`src/rtl/ps2_rx_fifo_if.sv`:
```
// ---------------------------------------------------------------------------
// ps2_rx_fifo_if
// Polled register bus between the bus decoder (master) and the PS/2
// receiver (slave).
//   rd_strb : one-cycle read request from the decoder
//   rd_addr : 0 = DATA register, 1 = STATUS register
//   rdata   : registered read data returned by the receiver
//   rd_ack  : one-cycle acknowledge, the cycle after rd_strb
//   irq     : level interrupt, high while the scan-code FIFO holds data
// ---------------------------------------------------------------------------
interface ps2_rx_fifo_if;
  logic        rd_strb;
  logic        rd_addr;
  logic [31:0] rdata;
  logic        rd_ack;
  logic        irq;

  // Bus decoder side
  modport master (
    output rd_strb,
    output rd_addr,
    input  rdata,
    input  rd_ack,
    input  irq
  );

  // PS/2 receiver side
  modport slave (
    input  rd_strb,
    input  rd_addr,
    output rdata,
    output rd_ack,
    output irq
  );
endinterface

```
`src/rtl/ps2_rx_fifo.sv`:
```
// ---------------------------------------------------------------------------
// ps2_rx_fifo
// PS/2 keyboard receiver with a scan-code FIFO. Deserializes 11-bit frames
// (start, 8 data LSB first, odd parity, stop) from the raw keyboard pins,
// buffers good bytes and exposes a polled DATA/STATUS register pair.
//   clk     : system clock
//   reset   : asynchronous, active-high, clears all state
//   clk_ps2 : raw PS/2 clock pin (asynchronous)
//   data    : raw PS/2 data pin (asynchronous)
//   bus     : register read port (rd_strb, rd_addr, rdata, rd_ack, irq)
// Parameters:
//   FIFO_DEPTH     : scan-code entries, power of two, 2..16
//   TIMEOUT_CYCLES : clk cycles without a PS/2 falling edge before a partial
//                    frame is abandoned
// ---------------------------------------------------------------------------
module ps2_rx_fifo #(
  parameter int FIFO_DEPTH     = 8,
  parameter int TIMEOUT_CYCLES = 20000
) (
  input  logic           clk,
  input  logic           reset,
  input  logic           clk_ps2,
  input  logic           data,
  ps2_rx_fifo_if.slave   bus
);

  localparam int PTR_W = $clog2(FIFO_DEPTH);
  localparam int CNT_W = PTR_W + 1;
  localparam int TMO_W = ($clog2(TIMEOUT_CYCLES + 1) > 15) ? $clog2(TIMEOUT_CYCLES + 1) : 15;

  typedef enum logic [1:0] {
    ST_IDLE,
    ST_DATA,
    ST_PARITY,
    ST_STOP
  } rxState_e;

  // -------------------------------------------------------------------------
  // Pin conditioning. Both pins get a 2-flop synchronizer; a third flop on
  // the clock pin remembers the previous level so a falling edge can be seen.
  // Idle PS/2 lines are high, so the flops reset high to avoid a phantom
  // edge right after reset.
  // -------------------------------------------------------------------------
  logic [1:0] clkSync_q;
  logic       clkPrev_q;
  logic [1:0] dataSync_q;
  logic       ps2Fall;
  logic       ps2Bit;

  always_ff @(posedge clk or posedge reset) begin
    if (reset) begin
      clkSync_q  <= 2'b11;
      clkPrev_q  <= 1'b1;
      dataSync_q <= 2'b11;
    end else begin
      clkSync_q  <= {clkSync_q[0], clk_ps2};
      clkPrev_q  <= clkSync_q[1];
      dataSync_q <= {dataSync_q[0], data};
    end
  end

  assign ps2Fall = clkPrev_q & ~clkSync_q[1];
  assign ps2Bit  = dataSync_q[1];

  // -------------------------------------------------------------------------
  // Receive FSM state register, together with the shift register, bit
  // counter, latched parity bit and the inactivity timer it owns.
  // -------------------------------------------------------------------------
  rxState_e         state_q, state_d;
  logic [7:0]       shiftReg_q, shiftReg_d;
  logic [2:0]       bitCnt_q, bitCnt_d;
  logic             parity_q, parity_d;
  logic [TMO_W-1:0] timeoutCnt_q, timeoutCnt_d;
  logic             pushReq;
  logic             frameErrEv;

  always_ff @(posedge clk or posedge reset) begin
    if (reset) begin
      state_q      <= ST_IDLE;
      shiftReg_q   <= '0;
      bitCnt_q     <= '0;
      parity_q     <= 1'b0;
      timeoutCnt_q <= '0;
    end else begin
      state_q      <= state_d;
      shiftReg_q   <= shiftReg_d;
      bitCnt_q     <= bitCnt_d;
      parity_q     <= parity_d;
      timeoutCnt_q <= timeoutCnt_d;
    end
  end

  // -------------------------------------------------------------------------
  // Receive FSM next state. Every bit is taken on a synchronized falling
  // edge. A high bit seen while idle is a glitch, not an error. At the stop
  // bit the frame is good only with stop=1 and odd parity over data+parity.
  // The timer runs only mid-frame; if it expires the partial byte is dropped
  // and a frame error is flagged.
  // -------------------------------------------------------------------------
  always_comb begin
    state_d      = state_q;
    shiftReg_d   = shiftReg_q;
    bitCnt_d     = bitCnt_q;
    parity_d     = parity_q;
    timeoutCnt_d = timeoutCnt_q + TMO_W'(1);
    pushReq      = 1'b0;
    frameErrEv   = 1'b0;

    if (state_q == ST_IDLE || ps2Fall) begin
      timeoutCnt_d = '0;
    end

    case (state_q)
      ST_IDLE: begin
        if (ps2Fall && !ps2Bit) begin
          state_d  = ST_DATA;
          bitCnt_d = '0;
        end
      end
      ST_DATA: begin
        if (ps2Fall) begin
          shiftReg_d = {ps2Bit, shiftReg_q[7:1]};
          bitCnt_d   = bitCnt_q + 3'd1;
          if (bitCnt_q == 3'd7) begin
            state_d = ST_PARITY;
          end
        end
      end
      ST_PARITY: begin
        if (ps2Fall) begin
          parity_d = ps2Bit;
          state_d  = ST_STOP;
        end
      end
      ST_STOP: begin
        if (ps2Fall) begin
          if (ps2Bit && ((^shiftReg_q) ^ parity_q)) begin
            pushReq = 1'b1;
          end else begin
            frameErrEv = 1'b1;
          end
          state_d = ST_IDLE;
        end
      end
      default: begin
        state_d = ST_IDLE;
      end
    endcase

    if (state_q != ST_IDLE && !ps2Fall && timeoutCnt_q == TMO_W'(TIMEOUT_CYCLES)) begin
      state_d      = ST_IDLE;
      shiftReg_d   = '0;
      timeoutCnt_d = '0;
      frameErrEv   = 1'b1;
    end
  end

  // -------------------------------------------------------------------------
  // FIFO control. A DATA read pops only when there is something to pop.
  // A push into a full FIFO still lands if a pop happens in the same cycle,
  // because the slot being freed is exactly the one the write pointer hits.
  // -------------------------------------------------------------------------
  logic [7:0]       mem [FIFO_DEPTH];
  logic [PTR_W-1:0] wrPtr_q, rdPtr_q;
  logic [CNT_W-1:0] count_q, count_d;
  logic             isEmpty, isFull;
  logic             dataRead, statusRead;
  logic             pop, push, overflowEv;

  assign isEmpty    = (count_q == '0);
  assign isFull     = (count_q == CNT_W'(FIFO_DEPTH));
  assign dataRead   = bus.rd_strb & ~bus.rd_addr;
  assign statusRead = bus.rd_strb & bus.rd_addr;
  assign pop        = dataRead & ~isEmpty;
  assign push       = pushReq & (~isFull | pop);
  assign overflowEv = pushReq & isFull & ~pop;

  always_comb begin
    count_d = count_q;
    if (push && !pop) begin
      count_d = count_q + CNT_W'(1);
    end else if (pop && !push) begin
      count_d = count_q - CNT_W'(1);
    end
  end

  // Pointer and occupancy registers; pointers wrap naturally at the depth.
  always_ff @(posedge clk or posedge reset) begin
    if (reset) begin
      wrPtr_q <= '0;
      rdPtr_q <= '0;
      count_q <= '0;
    end else begin
      if (push) begin
        wrPtr_q <= wrPtr_q + PTR_W'(1);
      end
      if (pop) begin
        rdPtr_q <= rdPtr_q + PTR_W'(1);
      end
      count_q <= count_d;
    end
  end

  // Storage array; contents are meaningless until written, so no reset.
  always_ff @(posedge clk) begin
    if (push) begin
      mem[wrPtr_q] <= shiftReg_q;
    end
  end

  // -------------------------------------------------------------------------
  // Sticky error flags, cleared by a STATUS read. A new event in the same
  // cycle as the read wins so no error is ever silently lost.
  // -------------------------------------------------------------------------
  logic overflow_q;
  logic frameErr_q;

  always_ff @(posedge clk or posedge reset) begin
    if (reset) begin
      overflow_q <= 1'b0;
      frameErr_q <= 1'b0;
    end else begin
      if (overflowEv) begin
        overflow_q <= 1'b1;
      end else if (statusRead) begin
        overflow_q <= 1'b0;
      end
      if (frameErrEv) begin
        frameErr_q <= 1'b1;
      end else if (statusRead) begin
        frameErr_q <= 1'b0;
      end
    end
  end

  // -------------------------------------------------------------------------
  // Read port. Read data is captured from the pre-edge state so a STATUS
  // read reports flags as they were before any same-cycle event. rdata holds
  // its value between reads. irq follows the next occupancy so it moves in
  // the same cycle as the count.
  // -------------------------------------------------------------------------
  logic [31:0] statusWord;
  logic [31:0] dataWord;
  logic [31:0] rdata_q;
  logic        rdAck_q;
  logic        irq_q;

  assign statusWord = {23'b0, 5'(count_q), frameErr_q, overflow_q, isFull, ~isEmpty};
  assign dataWord   = isEmpty ? 32'b0 : {23'b0, 1'b1, mem[rdPtr_q]};

  always_ff @(posedge clk or posedge reset) begin
    if (reset) begin
      rdata_q <= '0;
      rdAck_q <= 1'b0;
      irq_q   <= 1'b0;
    end else begin
      rdAck_q <= bus.rd_strb;
      if (bus.rd_strb) begin
        rdata_q <= bus.rd_addr ? statusWord : dataWord;
      end
      irq_q <= (count_d != '0);
    end
  end

  assign bus.rdata  = rdata_q;
  assign bus.rd_ack = rdAck_q;
  assign bus.irq    = irq_q;

endmodule
```
`src/flat_wrapper.sv`:
```
// flat-port wrapper written by rule: the top's interface ports become plain ports
module ps2_rx_fifo_flat 
#(
  parameter int FIFO_DEPTH     = 8,
  parameter int TIMEOUT_CYCLES = 20000
)
  (clk, reset, clk_ps2, data, bus_rd_strb, bus_rd_addr, bus_rdata, bus_rd_ack, bus_irq);
  ps2_rx_fifo_if bus_i ();
  input  logic clk;
  input  logic reset;
  input  logic clk_ps2;
  input  logic data;
  input wire logic [$bits(bus_i.rd_strb)-1:0] bus_rd_strb;
  input wire logic [$bits(bus_i.rd_addr)-1:0] bus_rd_addr;
  output wire logic [$bits(bus_i.rdata)-1:0] bus_rdata;
  output wire logic [$bits(bus_i.rd_ack)-1:0] bus_rd_ack;
  output wire logic [$bits(bus_i.irq)-1:0] bus_irq;
  assign bus_i.rd_strb = bus_rd_strb;
  assign bus_i.rd_addr = bus_rd_addr;
  assign bus_rdata = bus_i.rdata;
  assign bus_rd_ack = bus_i.rd_ack;
  assign bus_irq = bus_i.irq;
  ps2_rx_fifo #(.FIFO_DEPTH(FIFO_DEPTH), .TIMEOUT_CYCLES(TIMEOUT_CYCLES)) u_core (.clk(clk), .reset(reset), .clk_ps2(clk_ps2), .data(data), .bus(bus_i));
endmodule
```
`config.mk`:
```
export PLATFORM = sky130hd
export DESIGN_NAME = ps2_rx_fifo_flat
export DESIGN_NICKNAME = d
export VERILOG_FILES = /design/src/rtl/ps2_rx_fifo_if.sv /design/src/rtl/ps2_rx_fifo.sv /design/src/flat_wrapper.sv
export SDC_FILE = /design/constraint.sdc
export NUM_CORES = 1
export LEC_CHECK = 0
export BUFFER_PORTS_ARGS = -buffer_cell sky130_fd_sc_hd__buf_2
export CAP_MARGIN = 20
export CORE_MARGIN = 2
export CORE_UTILIZATION = 30
export DETAILED_ROUTE_END_ITERATION = 10
export SETUP_SLACK_MARGIN = 0.5
export SLEW_MARGIN = 20
export SYNTH_ARGS = -nofsm -noshare
export SYNTH_HDL_FRONTEND = slang
export SYNTH_SLANG_ARGS = --single-unit
export TNS_END_PERCENT = 10
```
`constraint.sdc`:
```
create_clock -name clk -period 2.85 [get_ports clk]
set_clock_uncertainty 0.05 [all_clocks]
set_input_delay 0.4275 -clock clk [delete_from_list [all_inputs] [get_ports clk]]
set_output_delay 0.4275 -clock clk [all_outputs]
set_load 0.1 [all_outputs]
```
# --- Word level (Yosys, flattened, before mapping) ---
# Memory sizes are Yosys's and may differ from the RTL's.
# Cells that the tools add are included.
# Widths: inputs -> output; s select.
op_classes:
  addsub: 6
  eq_ne: 13
  n_mux: 31
  n_bitwise: 14
  n_reduce_logical: 25
ops:
  columns: ["cell", "count"]
  rows:
  - ["$mux 32", 1]
  - ["$mux 15", 2]
  - ["$mux 8", 3]
  - ["$add 15x1->15 const B", 1]
  - ["$eq 15x15->1 const B", 1]
  - ["$mux 1", 12]
  - ["$mux 2", 6]
  - ["$ne 3x1->1 const B", 4]
  - ["$reduce_bool 2->1", 6]
  - ["$add 3x1->3 const B", 3]
  - ["$mux 9", 1]
  - ["$mux 4", 2]
  - ["$pmux 2 s4", 1]
  - ["$reduce_xor 8->1", 1]
  - ["$and 1x1->1", 7]
  - ["$logic_and 1x1->1", 6]
  - ["$mux 3", 2]
  - ["$pmux 3 s2", 1]
  - ["$not 1->1", 5]
  - ["$reduce_and 5->1", 1]
  - ["$add 4x1->4 const B", 1]
  - ["$eq 2x2->1 const B", 2]
  - ["$eq 4x4->1 const B", 1]
  - ["$logic_not 1->1", 4]
  - ["14 further kinds", 15]
word_totals:
  regBits: 80
  ram_bits: 64
  wordCells: 106
  mem_count: 1
memory_table:
  columns: ["name", "depth", "word_bits", "read_ports", "rd_clocked_by_memory_dff", "write_ports", "line", "rtl"]
  rows:
  - ["u_core.mem", 8, 8, 1, 0, 1, "ps2_rx_fifo.sv:163", "logic [7:0] mem [FIFO_DEPTH];"]

# --- Longest topological paths before layout ---
depth:
  ltp_word: 12
  mapped_depth: 8

# --- Least setup slack after synthesis ---
# No wires, ideal clock.
synth_timing:
  kind: "flip-flop to flip-flop"
  start: "register u_core.dataSync_q[1]"
  end: "memory u_core.mem[0][0] (enable)"
  t_arrival_ns: 2.440
  required_ns: 2.405
  setup_slack_ns: -0.035
  path_stages_with_launch: 6
  n_path_buf: 1
  path_cell_list: "dfstp_2 > clkdlybuf4s50_2 > nand4b_2 > mux2i_4 > o21ai_1 > nor4_1"
synth_between:
  elab_chain_cells: 7
synth_rtl:
  columns: ["item", "line", "rtl"]
  rows:
  - ["from (decl)", "ps2_rx_fifo.sv:46", "logic [1:0] dataSync_q;"]
  - ["from (signal assigned)", "ps2_rx_fifo.sv:58", "dataSync_q <= {dataSync_q[0], data};"]
  - ["$logic_and 1x1->1", "ps2_rx_fifo.sv:137", "if (ps2Bit && ((^shiftReg_q) ^ parity_q)) begin"]
  - ["$mux 1", "ps2_rx_fifo.sv:137", null]
  - ["$mux 1", "ps2_rx_fifo.sv:136", "if (ps2Fall) begin"]
  - ["$mux 1", "ps2_rx_fifo.sv:113", "case (state_q)"]
  - ["$and 1x1->1", "ps2_rx_fifo.sv:175", "assign push = pushReq & (~isFull | pop);"]
  - ["$mux 1", "ps2_rx_fifo.sv:206", "if (push) begin"]
  - ["$mux 1 (implied by the code)", "ps2_rx_fifo.sv:207", "mem[wrPtr_q] <= shiftReg_q;"]
  - ["to (decl)", "ps2_rx_fifo.sv:163", null]
# No other way between the ends.

# --- Worst setup path after layout ---
layout_timing:
  start: "register u_core.shiftReg_q[6]"
  end: "register u_core.irq_q, in the netlist u_core.bus.irq"
layout_between:
  elab_chain_cells: 12
  word_cells_on_any_way: 13
layout_rtl:
  columns: ["item", "line", "rtl"]
  rows:
  - ["from (decl)", "ps2_rx_fifo.sv:70", "logic [7:0] shiftReg_q, shiftReg_d;"]
  - ["from (signal assigned)", "ps2_rx_fifo.sv:86", "shiftReg_q <= shiftReg_d;"]
  - ["$reduce_xor 8->1 *", "ps2_rx_fifo.sv:137", null]
  - ["$xor 1x1->1 *", "ps2_rx_fifo.sv:137", null]
  - ["$logic_and 1x1->1 *", "ps2_rx_fifo.sv:137", null]
  - ["$mux 1 *", "ps2_rx_fifo.sv:137", null]
  - ["$mux 1 *", "ps2_rx_fifo.sv:136", null]
  - ["$mux 1 *", "ps2_rx_fifo.sv:113", null]
  - ["$and 1x1->1 *", "ps2_rx_fifo.sv:175", null]
  - ["$logic_not 1->1", "ps2_rx_fifo.sv:182", "end else if (pop && !push) begin"]
  - ["$logic_and 1x1->1", "ps2_rx_fifo.sv:182", null]
  - ["$mux 4", "ps2_rx_fifo.sv:182", null]
  - ["$mux 4 *", "ps2_rx_fifo.sv:180", "if (push && !pop) begin"]
  - ["$reduce_bool 4->1 *", "ps2_rx_fifo.sv:261", "irq_q <= (count_d != '0);"]
  - ["to (signal assigned)", "ps2_rx_fifo.sv:261", null]
  - ["to (decl)", "ps2_rx_fifo.sv:246", "logic irq_q;"]
# Every way passes the cells marked *; elsewhere a longest branch is shown, timed or not.
# A chain may end at the register's enable or synchronous reset.

==> out/metrics.yaml <==
outcome: "finished clean"
syn_area_sq_um: 5460
reg2reg_from: "u_core.shiftReg_q[6]$_DFFE_PP0P_"
finalHoldViolations: 0
rsz0062_at_grt: "true"
clockRootBuffer: "clkbuf_16"
avgSynthCellArea_sq_um: 13.2
min_from: "data"
grt.total_usage: 0.117
cp_data_required_time_ps: 3100
cts_tree: "done"
ys_seq_area_frac: 0.615
grt_use_met2: 0.196
core_area_sq_um: 17900
clockBufferDepth: 2
synthArstFlopShare: 0.471
hold_end: "u_core.dataSync_q[0]$_DFF_PP1_"
tightestPinTransition_ps: 832
setup_tns_ps: 0
insertedDiodeCount: 0
gp_congestion: 0.763
grt_first_pass_wirelength_mm: 17.7
first_pass_iters: 4
hold_depth: 1
peakVddDrop_mv: 0.697
cap_violations: 0
timing.fmax_mhz: 417
nFillCells: 1689
dp_slack_ps: 274
wl_per_cell_microns: 15.4
setup_ws_ps: 455
clk_latency_ps: 420
busiest_layer: "met2"
num_vias: 3290
antenna_found_initial: 0
remaining_drc_errors: 0
die_width_microns: 139
p_leak_uw: 0.00258
dpl.hpwl_mm: 7.25
yosys.area.top_type_share: 0.352
die_h_microns: 139
place_area_sq_um: 5910
grt_use_met3: 0.0397
ys_warn_count: 0
fin_crit_ps: 2400
ys.flop_type: "edfxtp_1"
ys_ff_latch: 121
worstSetupStartpoint: "u_core.shiftReg_q[6]$_DFFE_PP0P_"
clk_pin_slew_ps: 60
fin_crit_sh: 0.840
path_cells: "xor2_1, xnor3_2, mux2_4, nor2_2, or4_1, a221o_1"
worst-path-buf-inv: 0
critPathLaunchType: "register"
area_delta_synth_final_pct: 21.4
antenna_left: 0
grt_util_met1: 0.142
slew_violations: 0
synth_commonest_cells: "64 x edfxtp_1, 52 x dfrtp_1, 37 x nand2_1"
yosysTopAreaCell: "edfxtp_1"
grt_start_max_net_pins: 38
synth_area_leaders: "edfxtp_1 35%, dfrtp_1 24%, mux4_2 6.6%"
cts_buffers: 17
routed_via_density: 4.70
critPathTopFamily: "XOR/XNOR gates"
path_class: "register to register"
reg2regPathDepth: 6
rows: 49
synthMostInstantiatedCell: "edfxtp_1"
hold_class: "input pin to register"
setup_violations: 0
final_area_sq_um: 6620
nets: 476
grt_pass1_vias: 3441
cts_max_level: 4
cp-end-kind: "register"
cpPeakStageDelay_ps: 510
syn_inst: 412
wl_mm: 10.8
start_util: 0.305
drive_above_1_share: 0.282
dr.first_iter.drc_count: 258
cp_slowest_cell: "xnor3_2"
r2r-end: "u_core.bus.irq$_DFF_PP0_"
portBuffers: 16
ys_types: 52
worst-r2r-setup-slack_ps: 450
synth-edff-count: 64
power_density_nw_per_um2: 997
worstPathMaxFanout: 5
slew_headroom: 0.446
die-area_sq_um: 19300
num_io_pins: 40
cts_sinks: 121
grt-ovfl-total: 0
crit_arrival_ps: 2650
[where the power goes]
| group | switching [uW] | internal (uW) | total, uW |
|---|---|---|---|
| clock network | 792 | 1290 | 2080 |
| registers | 339 | 2150 | 2480 |
| logic | 1220 | 817 | 2030 |
| total | 2350 | 4250 | 6600 |
[registers in the layout (all words and copies together), names as in the netlist]
register	flops
u_core.bus.irq	1
u_core.wrPtr_q	3
u_core.bus.rd_ack	1
u_core.timeoutCnt_q	15
u_core.clkPrev_q	1
u_core.frameErr_q	1
u_core.mem	64
u_core.state_q	2
u_core.rdPtr_q	3
u_core.clkSync_q	2
u_core.overflow_q	1
u_core.parity_q	1
u_core.bitCnt_q	3
u_core.bus.rdata	9
u_core.dataSync_q	2
u_core.shiftReg_q	8
u_core.count_q	4
[kinds of logic after synthesis]
group,Yosys count,synth area share
AOI/OAI and AO/OA,47,0.0505
xor gates and xnor gates,25,0.0456
adders and majority gates,12,0.0275
buffers and inverters,54,0.0555
DFF,121,0.615
muxes,29,0.0938
other,1,0.000687
and+or+nand+nor,123,0.111
[routing by layer]
layer  share of wire  wire (microns)  up-vias
met2            0.50            5420       77
met3           0.046             491       17
li1                -               -     1530
met4           0.015             163        0
met5               0               0        -
met1            0.44            4690     1666
[stage by stage]
step,power (uW),hold WS (ps),std cells,utilization
after floorplan,4040,295,434,-
after global routing,6940,47.9,700,0.370
final,6600,61.8,700,0.370
after CTS,6660,42.0,699,0.368
after detailed placement,4460,298,657,0.330
after global placement,4390,297,657,0.330
[layout make-up]
type | count | area, sq um | share of cell area
Clock inverter | 14 | 153 | 0.0231
Inverter | 15 | 56.3 | 0.00850
Sequential cell | 121 | 3370 | 0.508
Clock buffer | 18 | 429 | 0.0648
Timing Repair Buffer | 44 | 304 | 0.0459
Tap cell | 229 | 287 | 0.0433
Multi-Input combinational cell | 259 | 2030 | 0.306
[repair_timing]
item	4_1_cts	5_1_grt
pin swaps	6	6
hold endpoints to repair	19	0
hold buffers	1	0
gates resized for setup	8	7
buffers inserted	9	1
endpoints found under the setup margin	65	80
[worst max-delay path by stage]
| stage | end | slack [ps] | cells after the start |
|---|---|---|---|
| global placement | u_core.mem[4][4]$_DFFE_PP_ | 320 | 7 |
| floorplan | u_core.mem[4][0]$_DFFE_PP_ | 450 | 6 |
| detailed placement | u_core.mem[4][4]$_DFFE_PP_ | 270 | 7 |
| global route | u_core.bus.irq$_DFF_PP0_ | 390 | 6 |
| CTS | u_core.mem[5][5]$_DFFE_PP_ | 410 | 6 |
| finish | u_core.bus.irq$_DFF_PP0_ | 450 | 6 |
[cells in the final DEF, fill, tap and decap left out, drive strengths merged, types with 2 or more instances in the layout]
cell	instances
dfstp	5
or3	2
mux4	16
nand2	37
nor2	30
and3	4
clkinvlp	4
nand4	4
nor2b	3
bufinv	2
nand2b	5
dfrtp	52
xnor3	2
nor4b	2
xnor2	14
nor4	3
buf	43
o21ai	25
inv	16
nor3	8
xor2	9
nand3	18
ha	12
clkbuf	18
o221ai	2
a21oi	10
mux2	4
nand3b	2
edfxtp	64
mux2i	9
conb	23
clkinv	7
No activity file was read; power rests on OpenSTA's default activity.
